==> config.mk <==
export PLATFORM = sky130hd
export DESIGN_NAME = wb_pipe_stage
export DESIGN_NICKNAME = d
export VERILOG_FILES = /design/src/rtl/wb_pipe_stage.sv
export SDC_FILE = /design/constraint.sdc
export NUM_CORES = 1
export LEC_CHECK = 0
export ABC_AREA = 1
export CELL_PAD_IN_SITES_DETAIL_PLACEMENT = 1
export CELL_PAD_IN_SITES_GLOBAL_PLACEMENT = 2
export CORE_MARGIN = 4
export CORE_UTILIZATION = 19
export DETAILED_ROUTE_END_ITERATION = 10
export PLACE_DENSITY = 0.93
export SYNTH_ARGS = -nofsm -noshare
export SYNTH_HDL_FRONTEND = slang
export SYNTH_SLANG_ARGS = --single-unit
==> constraint.sdc <==
create_clock -name clk -period 2.7 [get_ports clk]
set_input_delay 0.54 -clock clk [delete_from_list [all_inputs] [get_ports clk]]
set_output_delay 0.54 -clock clk [all_outputs]
set_load 0.02 [all_outputs]
==> src/rtl/wb_pipe_stage.sv <==
// MEM->WB pipeline register: LANES writeback bundles carried through DEPTH
// register stages, with stall hold, flush (bubble into stage 0) and a
// youngest-first forwarding lookup across every stage and lane.

// One lane's DEPTH-deep shift register plus its per-stage forwarding match.
module wb_pipe_lane #(
  parameter int DATA_W = 32,
  parameter int ADDR_W = 5,
  parameter int DEPTH  = 1
) (
  input  logic                          clk,
  input  logic                          rst,
  input  logic                          stall,
  input  logic                          flush,
  input  logic [ADDR_W-1:0]             in_addr,
  input  logic                          in_we,
  input  logic [DATA_W-1:0]             in_data,
  input  logic [ADDR_W-1:0]             fwd_addr,
  output logic [ADDR_W-1:0]             out_addr,
  output logic                          out_we,
  output logic [DATA_W-1:0]             out_data,
  output logic [DEPTH-1:0]              stg_hit,
  output logic [DEPTH-1:0][DATA_W-1:0]  stg_data
);

  typedef struct packed {
    logic [ADDR_W-1:0] addr;
    logic              we;
    logic [DATA_W-1:0] data;
  } ent_t;

  ent_t [DEPTH-1:0] stg_q;

  // Shift entries toward WB; stage 0 takes a bubble on flush, and a write
  // to register 0 is stored with we cleared so it can never hit or retire.
  always_ff @(posedge clk) begin
    if (rst) begin
      stg_q <= '0;
    end else if (!stall) begin
      if (flush) begin
        stg_q[0] <= '0;
      end else begin
        stg_q[0].addr <= in_addr;
        stg_q[0].we   <= in_we && (in_addr != '0);
        stg_q[0].data <= in_data;
      end
      for (int k = 1; k < DEPTH; k++)
        stg_q[k] <= stg_q[k-1];
    end
  end

  // Per-stage live-write match against the query address.
  always_comb begin
    stg_hit  = '0;
    stg_data = '0;
    for (int s = 0; s < DEPTH; s++) begin
      stg_hit[s]  = stg_q[s].we && (stg_q[s].addr == fwd_addr) && (fwd_addr != '0);
      stg_data[s] = stg_q[s].data;
    end
  end

  assign out_addr = stg_q[DEPTH-1].addr;
  assign out_we   = stg_q[DEPTH-1].we;
  assign out_data = stg_q[DEPTH-1].data;

endmodule

module wb_pipe_stage #(
  parameter int DATA_W = 32,
  parameter int ADDR_W = 5,
  parameter int LANES  = 1,
  parameter int DEPTH  = 1
) (
  input  logic                    clk,
  input  logic                    rst,
  input  logic                    stall,
  input  logic                    flush,
  input  logic [LANES*ADDR_W-1:0] mem_write_reg,
  input  logic [LANES-1:0]        mem_we,
  input  logic [LANES*DATA_W-1:0] mem_write_data,
  output logic [LANES*ADDR_W-1:0] wb_write_reg,
  output logic [LANES-1:0]        wb_we,
  output logic [LANES*DATA_W-1:0] wb_write_data,
  input  logic [ADDR_W-1:0]       fwd_addr,
  output logic                    fwd_hit,
  output logic [DATA_W-1:0]       fwd_data
);

  logic [LANES-1:0][DEPTH-1:0]             hit_m;
  logic [LANES-1:0][DEPTH-1:0][DATA_W-1:0] data_m;

  for (genvar l = 0; l < LANES; l++) begin : g_lane
    wb_pipe_lane #(
      .DATA_W(DATA_W),
      .ADDR_W(ADDR_W),
      .DEPTH (DEPTH)
    ) u_lane (
      .clk     (clk),
      .rst     (rst),
      .stall   (stall),
      .flush   (flush),
      .in_addr (mem_write_reg[l*ADDR_W +: ADDR_W]),
      .in_we   (mem_we[l]),
      .in_data (mem_write_data[l*DATA_W +: DATA_W]),
      .fwd_addr(fwd_addr),
      .out_addr(wb_write_reg[l*ADDR_W +: ADDR_W]),
      .out_we  (wb_we[l]),
      .out_data(wb_write_data[l*DATA_W +: DATA_W]),
      .stg_hit (hit_m[l]),
      .stg_data(data_m[l])
    );
  end

  // Priority select: scan oldest->youngest and low->high lane so the last
  // assignment (youngest stage, highest lane) wins.
  always_comb begin
    fwd_hit  = 1'b0;
    fwd_data = '0;
    for (int s = DEPTH-1; s >= 0; s--) begin
      for (int l = 0; l < LANES; l++) begin
        if (hit_m[l][s]) begin
          fwd_hit  = 1'b1;
          fwd_data = data_m[l][s];
        end
      end
    end
  end

endmodule
==> key figures, run 1 <==
Global route
  – Total Routing Usage GR: 0.1128
  – Vias in the first global route: 2041
  – First-pass GRT wire length: 10.27 mm
  – Gr ovfl total: 0
  – Initial antenna violation count: 0
  – Pin count of the biggest net entering global routing: 39

Power and ir drop
  – Worst vdd ir: 0.0001944 V
  – Total power: 1236 uW
  – PD cells: 394.5 nW/um2
  – Static Leak: 0.001169 uW

Clock network
  – Clk sinks: 38
  – Hold buffer count at cts: 0
  – H-Tree Depth: 2
  – Worst skew pair latency: 0.28 ns
  – Clock tree buffer depth: 2
  – Root buffer cell: clkbuf_8
  – Post-CTS Setup Inserts: 0
  – Worst-path clk slew: 0.08 ns
  – CTS tree: built
  – Total CTS buffers: 5

Cells and area
  – N_diodes: 0
  – Fin util: 0.3405
  – P&R area growth vs syn: 75.03%
  – Finished Cell Area: 3132 um2
  – Nets: 421
  – Fill cells: 1143
  – Share of layout cells above drive strength 1: 0.1440

Floorplanning
  – Io pins: 118
  – Die width: 105.0 um
  – FP Rows: 35
  – Starting density of the core: 0.1946
  – Chip height: 105.0 um
  – Core area: 9196 um2
  – Die area: 11030 um2

Setup path
  – Required time worst endpoint: 2.16 ns
  – Crit path DAT: 2.08 ns
  – Kind of critical path: in -> out
  – CP Capture Type: output port
  – Max FO, Critical Path: 20
  – Crit start category: input port

Synth
  – Post-Syn Nets: 306
  – Syn avg cell area: 6.908 um2
  – Netlist Area Pre-Place: 1789 um2
  – Mapped Cells: 259
  – Number of synthesized register bits: 38
  – Netlist cell types: 17
  – Register area share after synthesis: 0.4252
  – Synth warn: 0

Placement
  – Routability cong.: 0.7047
  – HPWL Detailed: 4.841 mm
  – Place WS: -0.2826 ns
  – Port Buffers: 117
  – Cell Area, Placed: 3095 um2

Route
  – Via-to-Cell Ratio: 4.084
  – Initial DRC Count: 28
  – Remaining DRCs: 0
  – DR pass1 iterations: 4
  – Total number of vias: 1985
  – WL/cell: 12.85 um
  – WL final: 6.243 mm
  – Detail Route Antenna Nets: 0

Timing
  – Unrepaired setup endpoints after global routing: false
  – Fin. max-slew vios: 0
  – Top achievable clock speed: 381.6 MHz
  – Crit path time final: 2.621 ns
  – Setup WS post-layout: 0.07922 ns
  – Setup violations, final: 0
  – Worst Skew: 0 ns
  – Hold Vio Cnt, Final: 0
  – Fin crit share: 0.9707
  – Worst-Margin Slew: 0.4561 ns
  – Max_slew headroom: 0.6952

Status
  – Status: complete, no violations

Worst hold path
  – Hold WC Path Type: reg -> reg

Flow run
  – Max-cap violations: 0
-- final cells by class --
class	count	area [um2]	share of cell area
Clock inverter	2	12.51	0.003995
Clock buffer	6	82.58	0.02637
Timing Repair Buffer	123	1195	0.3815
Tap cell	111	138.9	0.04435
Multi-Input combinational cell	167	795.8	0.2541
Sequential cell	38	760.7	0.2429
Inverter	39	146.4	0.04674
-- metal layers --
layer | part of all wire | wire (um) | vias to the layer above | track usage
li1 | - | - | 996 | -
met1 | 0.45 | 2780 | 911 | 0.1379
met2 | 0.48 | 3015 | 76 | 0.1980
met3 | 0.069 | 432 | 2 | 0.03459
met4 | 0.0022 | 14 | 0 | 0.01687
met5 | 0 | 0 | - | 0
-- final timing paths --
check	start	end	slack (ns)	cells after the start
setup reg to reg	g_lane[0].u_lane.out_addr[2]	g_lane[0].u_lane.out_addr[2]	2.01	2
hold reg to reg	g_lane[0].u_lane.out_data[12]	g_lane[0].u_lane.out_data[12]	0.49	2
setup / recovery	fwd_addr[2]	fwd_data[4]	0.08	9
hold / removal	g_lane[0].u_lane.out_data[12]	g_lane[0].u_lane.out_data[12]	0.49	2
-- flip-flops by register name (all words and copies together) (netlist names) --
signal / count
g_lane.u_lane.out_addr: 5
g_lane.u_lane.out_data: 32
g_lane.u_lane.out_we: 1
-- cell usage after synthesis --
master / number / share of area
nand3_1: 1 / 0.0028
buf_6: 3 / 0.019
nand3_4: 1 / 0.0098
a21oi_1: 39 / 0.11
clkbuf_1: 2 / 0.0042
nor2_4: 2 / 0.013
dfxtp_1: 38 / 0.43
nor2_2: 28 / 0.098
buf_2: 6 / 0.017
nand2_1: 84 / 0.18
buf_1: 2 / 0.0042
inv_1: 39 / 0.082
xor2_1: 2 / 0.0098
nor3_1: 1 / 0.0028
o21ai_0: 1 / 0.0028
buf_4: 2 / 0.0084
nor2_1: 8 / 0.017
-- where the power goes --
group          leakage (uW)  switching, uW  internal [uW]
Clock             0.0000472            208            206
Combinational      0.000812            103            119
Sequential         0.000310           18.3            582
-- kinds of logic (layout without fill, tap and decap cells) --
| group | Yosys count | count (layout) | synth area share |
|---|---|---|---|
| buffers and inverters | 54 | 170 | 0.1343 |
| DFF | 38 | 38 | 0.4252 |
| and+or+nand+nor | 125 | 125 | 0.3189 |
| xor gates and xnor gates | 2 | 2 | 0.009792 |
| AOI/OAI and AO/OA | 40 | 40 | 0.1119 |
-- repair_timing --
action                     CTS  global route
cloned                       0             0
pin swaps                    0             1
setup endpoints to repair   33            29
gates resized for setup     34            25
-- per-stage QoR --
| step | hold WS [ns] | instances | TNS [ns] |
|---|---|---|---|
| CTS | 0.4884 | 486 | 0 |
| global route | 0.5124 | 486 | 0 |
| global placement | 0.4694 | 478 | -5.784 |
| floorplan | 0.5446 | 259 | 0 |
| finish | 0.4858 | 486 | 0 |
| detailed placement | 0.4753 | 478 | -6.999 |
-- critical path, stage by stage --
cell and delay (ns):
clkdlybuf4s50_1 0.46, inv_1 0.05, a21oi_1 0.11, nand2_1 0.07, nor2_2 0.13, nand3_4 0.11
buf_12 0.18, nor2_2 0.08, dlygate4sd2_1 0.33
-- placed cells by master (no fill, tap or decap) --
cell type	n
a21oi_1	39
inv_1	39
clkdlybuf4s50_1	84
nor2_2	28
buf_12	3
dfxtp_1	38
clkinv_2	1
clkbuf_8	6
dlygate4sd2_1	15
nor3_1	1
nand3_1	1
nand3_4	1
buf_4	3
nor2_1	7
xor2_1	2
clkdlybuf4s15_1	10
clkbuf_2	8
nand2_1	84
o21ai_0	1
nor2_4	3
clkinvlp_4	1
Power figures use the tool's default switching activity.
==> run 2: changes to the inputs <==
CELL_PAD_IN_SITES_GLOBAL_PLACEMENT = 1   (was 2)
CORE_UTILIZATION = 25   (was 19)
CTS_CLUSTER_DIAMETER = 200   (was not set)
PLACE_DENSITY = 0.92   (was 0.93)
==> key figures, run 2 (synthesis gave the netlist of run 1 again) <==
Status
  – Status: complete, no violations (unchanged)

Setup path
  – Critical path buffer and inverter count: 4 (unchanged)
  – Crit path top cell by count: nor2_2 (unchanged)
  – Required time worst endpoint: 2.16 ns (about the same)
  – CP max stage delay: 0.46 ns (about the same)
  – Kind of critical path: in -> out (unchanged)
  – Delay-heaviest family, CP: buffers and inverters (unchanged)
  – Crit start category: input port (unchanged)
  – Critical-path cell list: clkdlybuf4s50_1 > inv_1 > a21oi_1 > nand2_1 > nor2_2 > nand3_4 > buf_12 > nor2_2 > clkdlybuf4s15_1 (was clkdlybuf4s50_1 > inv_1 > a21oi_1 > nand2_1 > nor2_2 > nand3_4 > buf_12 > nor2_2 > dlygate4sd2_1)
  – CP max-delay cell: clkdlybuf4s50_1 (unchanged)
  – Max FO, Critical Path: 19 (was 20)
  – CP Capture Type: output port (unchanged)
  – Crit path DAT: 2.07 ns (was 2.08 ns)

Clock network
  – Worst skew pair latency: 0.28 ns (about the same)
  – Clock tree buffer depth: 2 (unchanged)
  – Root buffer cell: clkbuf_8 (unchanged)
  – H-Tree Depth: 2 (unchanged)
  – Worst-path clk slew: 0.07 ns (was 0.08 ns)
  – Total CTS buffers: 5 (unchanged)
  – Clk sinks: 38 (unchanged)
  – CTS tree: built (unchanged)
  – Post-CTS Setup Inserts: 0 (unchanged)

Timing
  – Setup violations, final: 0 (unchanged)
  – Worst Skew: 0 ns (unchanged)
  – Worst-Margin Slew: 0.4855 ns (was 0.4561 ns)
  – Final setup TNS: 0 ns (unchanged)
  – Fin. max-slew vios: 0 (unchanged)
  – Hold_ws: 0.4785 ns (was 0.4858 ns)
  – Fin crit share: 0.9651 (was 0.9707)
  – Max_slew headroom: 0.6756 (was 0.6952)
  – Unrepaired setup endpoints after global routing: false (unchanged)
  – Hold Vio Cnt, Final: 0 (unchanged)
  – Top achievable clock speed: 383.7 MHz (was 381.6 MHz)
  – Crit path time final: 2.606 ns (was 2.621 ns)

Cells and area
  – P&R area growth vs syn: 70.49% (was 75.03%)
  – N_diodes: 0 (unchanged)
  – Largest register FFs: 32 (unchanged)
  – Finished Cell Area: 3050 um2 (was 3132 um2)
  – Nets: 421 (unchanged)
  – Commonest cells after routing, fill and taps aside: nand2_1 (84), clkdlybuf4s50_1 (84), inv_1 (39), a21oi_1 (39), dfxtp_1 (38) (unchanged)
  – Non-filler instance count after layout: 471 (was 486)
  – Share of layout cells above drive strength 1: 0.1947 (was 0.1440)

Floorplanning
  – Io pins: 118 (unchanged)
  – Starting density of the core: 0.2605 (was 0.1946)
  – FP Rows: 30 (was 35)
  – Die area: 8575 um2 (was 11030 um2)
  – Core area: 6869 um2 (was 9196 um2)
  – Chip height: 92.60 um (was 105.0 um)
  – Die width: 92.60 um (was 105.0 um)

Route
  – Initial DRC Count: 38 (was 28)
  – WL/cell: 13.15 um (was 12.85 um)
  – Remaining DRCs: 0 (unchanged)
  – DR pass1 iterations: 4 (unchanged)
  – Detail Route Antenna Nets: 0 (unchanged)
  – Via-to-Cell Ratio: 4.263 (was 4.084)
  – Total number of vias: 2008 (was 1985)
  – WL final: 6.195 mm (was 6.243 mm)

Power and ir drop
  – PD cells: 423.1 nW/um2 (was 394.5 nW/um2)
  – Static Leak: 0.001126 uW (was 0.001169 uW)
  – Worst vdd ir: 0.0001745 V (was 0.0001944 V)

Placement
  – HPWL Detailed: 4.915 mm (was 4.841 mm)
  – Port Buffers: 117 (unchanged)
  – Routability cong.: 0.7319 (was 0.7047)
  – Cell Area, Placed: 3077 um2 (was 3095 um2)
  – Placed instance count: 463 (was 478)

Global route
  – Vias in the first global route: 2047 (was 2041)
  – First-pass GRT wire length: 9.956 mm (was 10.27 mm)
  – Gr ovfl total: 0 (unchanged)
  – Pin count of the biggest net entering global routing: 39 (unchanged)
  – Total Routing Usage GR: 0.1422 (was 0.1128)
  – Initial antenna violation count: 0 (unchanged)

Worst hold path
  – Hold WC Path Type: reg -> reg (unchanged)

Flow run
  – Max-cap violations: 0 (unchanged)
[run 2: metal layers]
| layer | routed length, um | track usage | part of all wire |
|---|---|---|---|
| met1 | 2560 | 0.1630 | 0.41 |
| met3 | 432 | 0.04224 | 0.070 |
| met2 | 3130 | 0.2568 | 0.51 |
| met4 | 72 | 0.03465 | 0.012 |
| met5 | 0 | 0 | 0 |
[run 2: power by group]
part           leakage [uW]  total [uW]  switching (uW)  internal [uW]
clock             0.0000579         468             196            272
sequential         0.000310         600            18.2            582
combinational      0.000758         223             104            119
[run 2: path summary, 6_finish.rpt]
kind	startpoint	endpoint	slack, ns	cells after the start
worst max register to register	g_lane[0].u_lane.out_addr[3]	g_lane[0].u_lane.out_addr[3]	1.99	2
worst min register to register	g_lane[0].u_lane.out_data[31]	g_lane[0].u_lane.out_data[31]	0.48	2
worst max-delay path	fwd_addr[2]	fwd_data[7]	0.09	9
worst min-delay path	g_lane[0].u_lane.out_data[31]	g_lane[0].u_lane.out_data[31]	0.48	2
[run 2: final cells by class]
type | count | area, um2
Tap cell | 96 | 120.1
Fill cell | 896 | 3819
Timing Repair Buffer | 123 | 1119
Sequential cell | 38 | 760.7
Inverter | 39 | 146.4
Multi-Input combinational cell | 167 | 795.8
Clock inverter | 3 | 40.04
Clock buffer | 5 | 68.82
[run 2: what timing repair did]
action	4_1_cts	5_1_grt
resized for setup	34	59
hold endpoints to repair	0	0
setup endpoints to repair	33	33
pin swaps	0	1
hold buffers	0	0
[run 2: stage by stage]
| step | util | power [uW] | setup WS, ns |
|---|---|---|---|
| after floorplan | - | 703.1 | 0.8094 |
| after global placement | 0.4479 | 830.2 | -0.2137 |
| after detailed placement | 0.4479 | 839.4 | -0.2723 |
| after CTS | 0.4579 | 1316 | 0.004179 |
| after global routing | 0.4441 | 1356 | 0.0002609 |
| final | 0.4441 | 1291 | 0.09412 |
[run 2: worst register-to-register path, stage by stage, from the launching register on]
cell and delay (ns):
dfxtp_1 0.39, nand2_1 0.08, a21oi_1 0.17
==> run 3: changes to the inputs <==
--- a/config.mk
+++ b/config.mk
@@ -13,2 +13,3 @@
 export CTS_CLUSTER_DIAMETER = 200
+export CTS_CLUSTER_SIZE = 10
 export DETAILED_ROUTE_END_ITERATION = 10
==> constraint.sdc (replaced) <==
create_clock -name clk -period 2.7 [get_ports clk]
set_input_delay 0.405 -clock clk [delete_from_list [all_inputs] [get_ports clk]]
set_output_delay 0.405 -clock clk [all_outputs]
set_load 0.02 [all_outputs]
==> key figures, run 3 (synthesis gave the netlist of run 1 again) <==
Status
  – Status: complete, no violations (unchanged)

Timing
  – Worst-Margin Slew: 0.4955 ns (was 0.4855 ns)
  – Hold_ws: 0.4846 ns (was 0.4785 ns)
  – Top achievable clock speed: 413.4 MHz (was 383.7 MHz)
  – Fin. max-slew vios: 0 (unchanged)
  – Max_slew headroom: 0.6689 (was 0.6756)
  – Fin crit share: 0.8960 (was 0.9651)
  – Crit path time final: 2.419 ns (was 2.606 ns)
  – Worst Skew: 0 ns (unchanged)
  – Unrepaired setup endpoints after global routing: false (unchanged)
  – Hold Vio Cnt, Final: 0 (unchanged)
  – Setup violations, final: 0 (unchanged)

Route
  – Initial DRC Count: 30 (was 38)
  – Detail Route Antenna Nets: 0 (unchanged)
  – WL final: 6.327 mm (was 6.195 mm)
  – Total number of vias: 2026 (was 2008)
  – WL/cell: 13.49 um (was 13.15 um)
  – Remaining DRCs: 0 (unchanged)
  – DR pass1 iterations: 4 (unchanged)
  – Via-to-Cell Ratio: 4.320 (was 4.263)

Power and ir drop
  – Clk pwr share: 0.304 (was 0.362)
  – Static Leak: 0.001596 uW (was 0.001126 uW)
  – Total power: 1182 uW (was 1291 uW)
  – Switching share of power: 0.2572 (was 0.2462)
  – Power share of the combinational group: 0.188 (was 0.173)
  – Switch Pwr: 304.1 uW (was 317.7 uW)
  – Internal Power: 878.1 uW (was 972.8 uW)
  – Worst vdd ir: 0.0002215 V (was 0.0001745 V)
  – PD cells: 368.8 nW/um2 (was 423.1 nW/um2)
  – Sequential power share: 0.508 (was 0.465)

Placement
  – HPWL Detailed: 4.904 mm (was 4.915 mm)
  – Cell Area, Placed: 3069 um2 (was 3077 um2)
  – Port Buffers: 117 (unchanged)
  – Placed instance count: 462 (was 463)
  – Routability cong.: 0.7238 (was 0.7319)

Global route
  – Vias in the first global route: 1981 (was 2047)
  – Total Routing Usage GR: 0.1429 (was 0.1422)
  – First-pass GRT wire length: 9.867 mm (was 9.956 mm)
  – Pin count of the biggest net entering global routing: 39 (unchanged)
  – Initial antenna violation count: 0 (unchanged)
  – Gr ovfl total: 0 (unchanged)

Cells and area
  – Share of layout cells above drive strength 1: 0.1126 (was 0.1947)
  – P&R area growth vs syn: 79.16% (was 70.49%)
  – Finished Cell Area: 3206 um2 (was 3050 um2)
  – Nets: 420 (was 421)
  – Fin util: 0.4667 (was 0.4441)
  – Commonest cells after routing, fill and taps aside: nand2_1 (84), clkdlybuf4s50_1 (84), inv_1 (39), a21oi_1 (39), dfxtp_1 (38) (unchanged)
  – N_diodes: 0 (unchanged)
  – Non-filler instance count after layout: 469 (was 471)
  – Largest register FFs: 32 (unchanged)

Floorplanning
  – Io pins: 118 (unchanged)
  – Die width: 92.60 um (unchanged)
  – Core area: 6869 um2 (unchanged)
  – Die area: 8575 um2 (unchanged)
  – Chip height: 92.60 um (unchanged)
  – FP Rows: 30 (unchanged)
  – Starting density of the core: 0.2605 (unchanged)

Setup path
  – Crit path DAT: 2.01 ns (was 2.07 ns)
  – R2R Path Start: g_lane[0].u_lane.out_addr[2] (was g_lane[0].u_lane.out_addr[3])
  – Max FO, Critical Path: 19 (unchanged)
  – Kind of critical path: in -> out (unchanged)
  – RR Endpoint: g_lane[0].u_lane.out_addr[2] (was g_lane[0].u_lane.out_addr[3])
  – R2r worst-path depth: 2 (unchanged)
  – R2r setup slk: 1.99 ns (about the same)
  – CP Capture Type: output port (unchanged)
  – Crit path from: fwd_addr[2] (unchanged)
  – Required time worst endpoint: 2.30 ns (was 2.16 ns)
  – Crit start category: input port (unchanged)

Worst hold path
  – Hold Path Stages: 2 (unchanged)
  – Hold WC Path Type: reg -> reg (unchanged)
  – Min-delay src: g_lane[0].u_lane.out_data[25] (was g_lane[0].u_lane.out_data[31])
  – Hold endpoint: g_lane[0].u_lane.out_data[25] (was g_lane[0].u_lane.out_data[31])

Clock network
  – Hold buffer count at cts: 0 (unchanged)
  – Worst skew pair latency: 0.28 ns (about the same)
  – Clk sinks: 38 (unchanged)
  – CTS tree: built (unchanged)
  – Worst-path clk slew: 0.07 ns (about the same)
  – Clock tree buffer depth: 2 (unchanged)
  – Total CTS buffers: 5 (unchanged)
  – Root buffer cell: clkbuf_8 (unchanged)
  – Post-CTS Setup Inserts: 0 (unchanged)
  – H-Tree Depth: 2 (unchanged)

Flow run
  – Max-cap violations: 0 (unchanged)
[run 3: cell types whose count changed in the layout (fill, tap and decap cells not counted), sizes merged]
cell and change:
buf -1, bufinv -1, clkbuf -25, clkdlybuf4s15 -6
clkinv -2, dlygate4sd2 +6, dlymetal6s2s +27
[run 3: area by class of cell]
cell class,count,area (um2)
flip-flops and latches,38,760.7
repair buffers,122,1306
multi-input cells,167,795.8
fillers,845,3664
clock buffers,7,76.32
well taps,96,120.1
inverters,39,146.4
[run 3: critical path: stages]
cell and delay (ns):
clkdlybuf4s50_1 0.45, inv_1 0.05, a21oi_1 0.12, nand2_1 0.07, nor2_2 0.15, nand3_4 0.12
buf_12 0.18, nor2_1 0.10, dlygate4sd2_1 0.35
[run 3: through the flow]
stage          setup slack (ns)  TNS (ns)
6_report                 0.2808         0
5_1_grt                  0.1922         0
4_1_cts               0.0006386         0
3_5_place_dp           -0.03604  -0.08181
3_3_place_gp            0.05561         0
2_1_floorplan             1.030         0
[run 3: power groups by stage]
| stage | logic, uW | registers (uW) | clock network (uW) |
|---|---|---|---|
| floorplan | 67.1 | 636 | 0 |
| global placement | 217 | 612 | 0 |
| detailed placement | 224 | 614 | 0 |
| CTS | 225 | 601 | 380 |
| global route | 239 | 604 | 401 |
| finish | 222 | 601 | 360 |
[run 3: worst max path at each step]
stage          cells past startpoint      endpoint  slack, ns
5_1_grt                            9   fwd_data[1]       0.19
6_report                           9   fwd_data[1]       0.28
4_1_cts                            9  fwd_data[31]     0.0006
3_3_place_gp                       9  fwd_data[17]       0.06
2_1_floorplan                      5  fwd_data[12]       1.03
3_5_place_dp                       9   fwd_data[1]      -0.04
[run 3: repair_timing]
| action | CTS | global route |
|---|---|---|
| endpoints found under the hold margin | 0 | 0 |
| pin swaps | 0 | 1 |
| resized for setup | 6 | 27 |
| endpoints found under the setup margin | 6 | 27 |
[run 3: metal layers]
layer  GRT usage  wire (um)  vias up
met5           0          0        -
met1      0.1629       2518      940
li1            -          -      994
met3     0.03493        471       12
met2      0.2610       3256       80
met4     0.04332         82        0
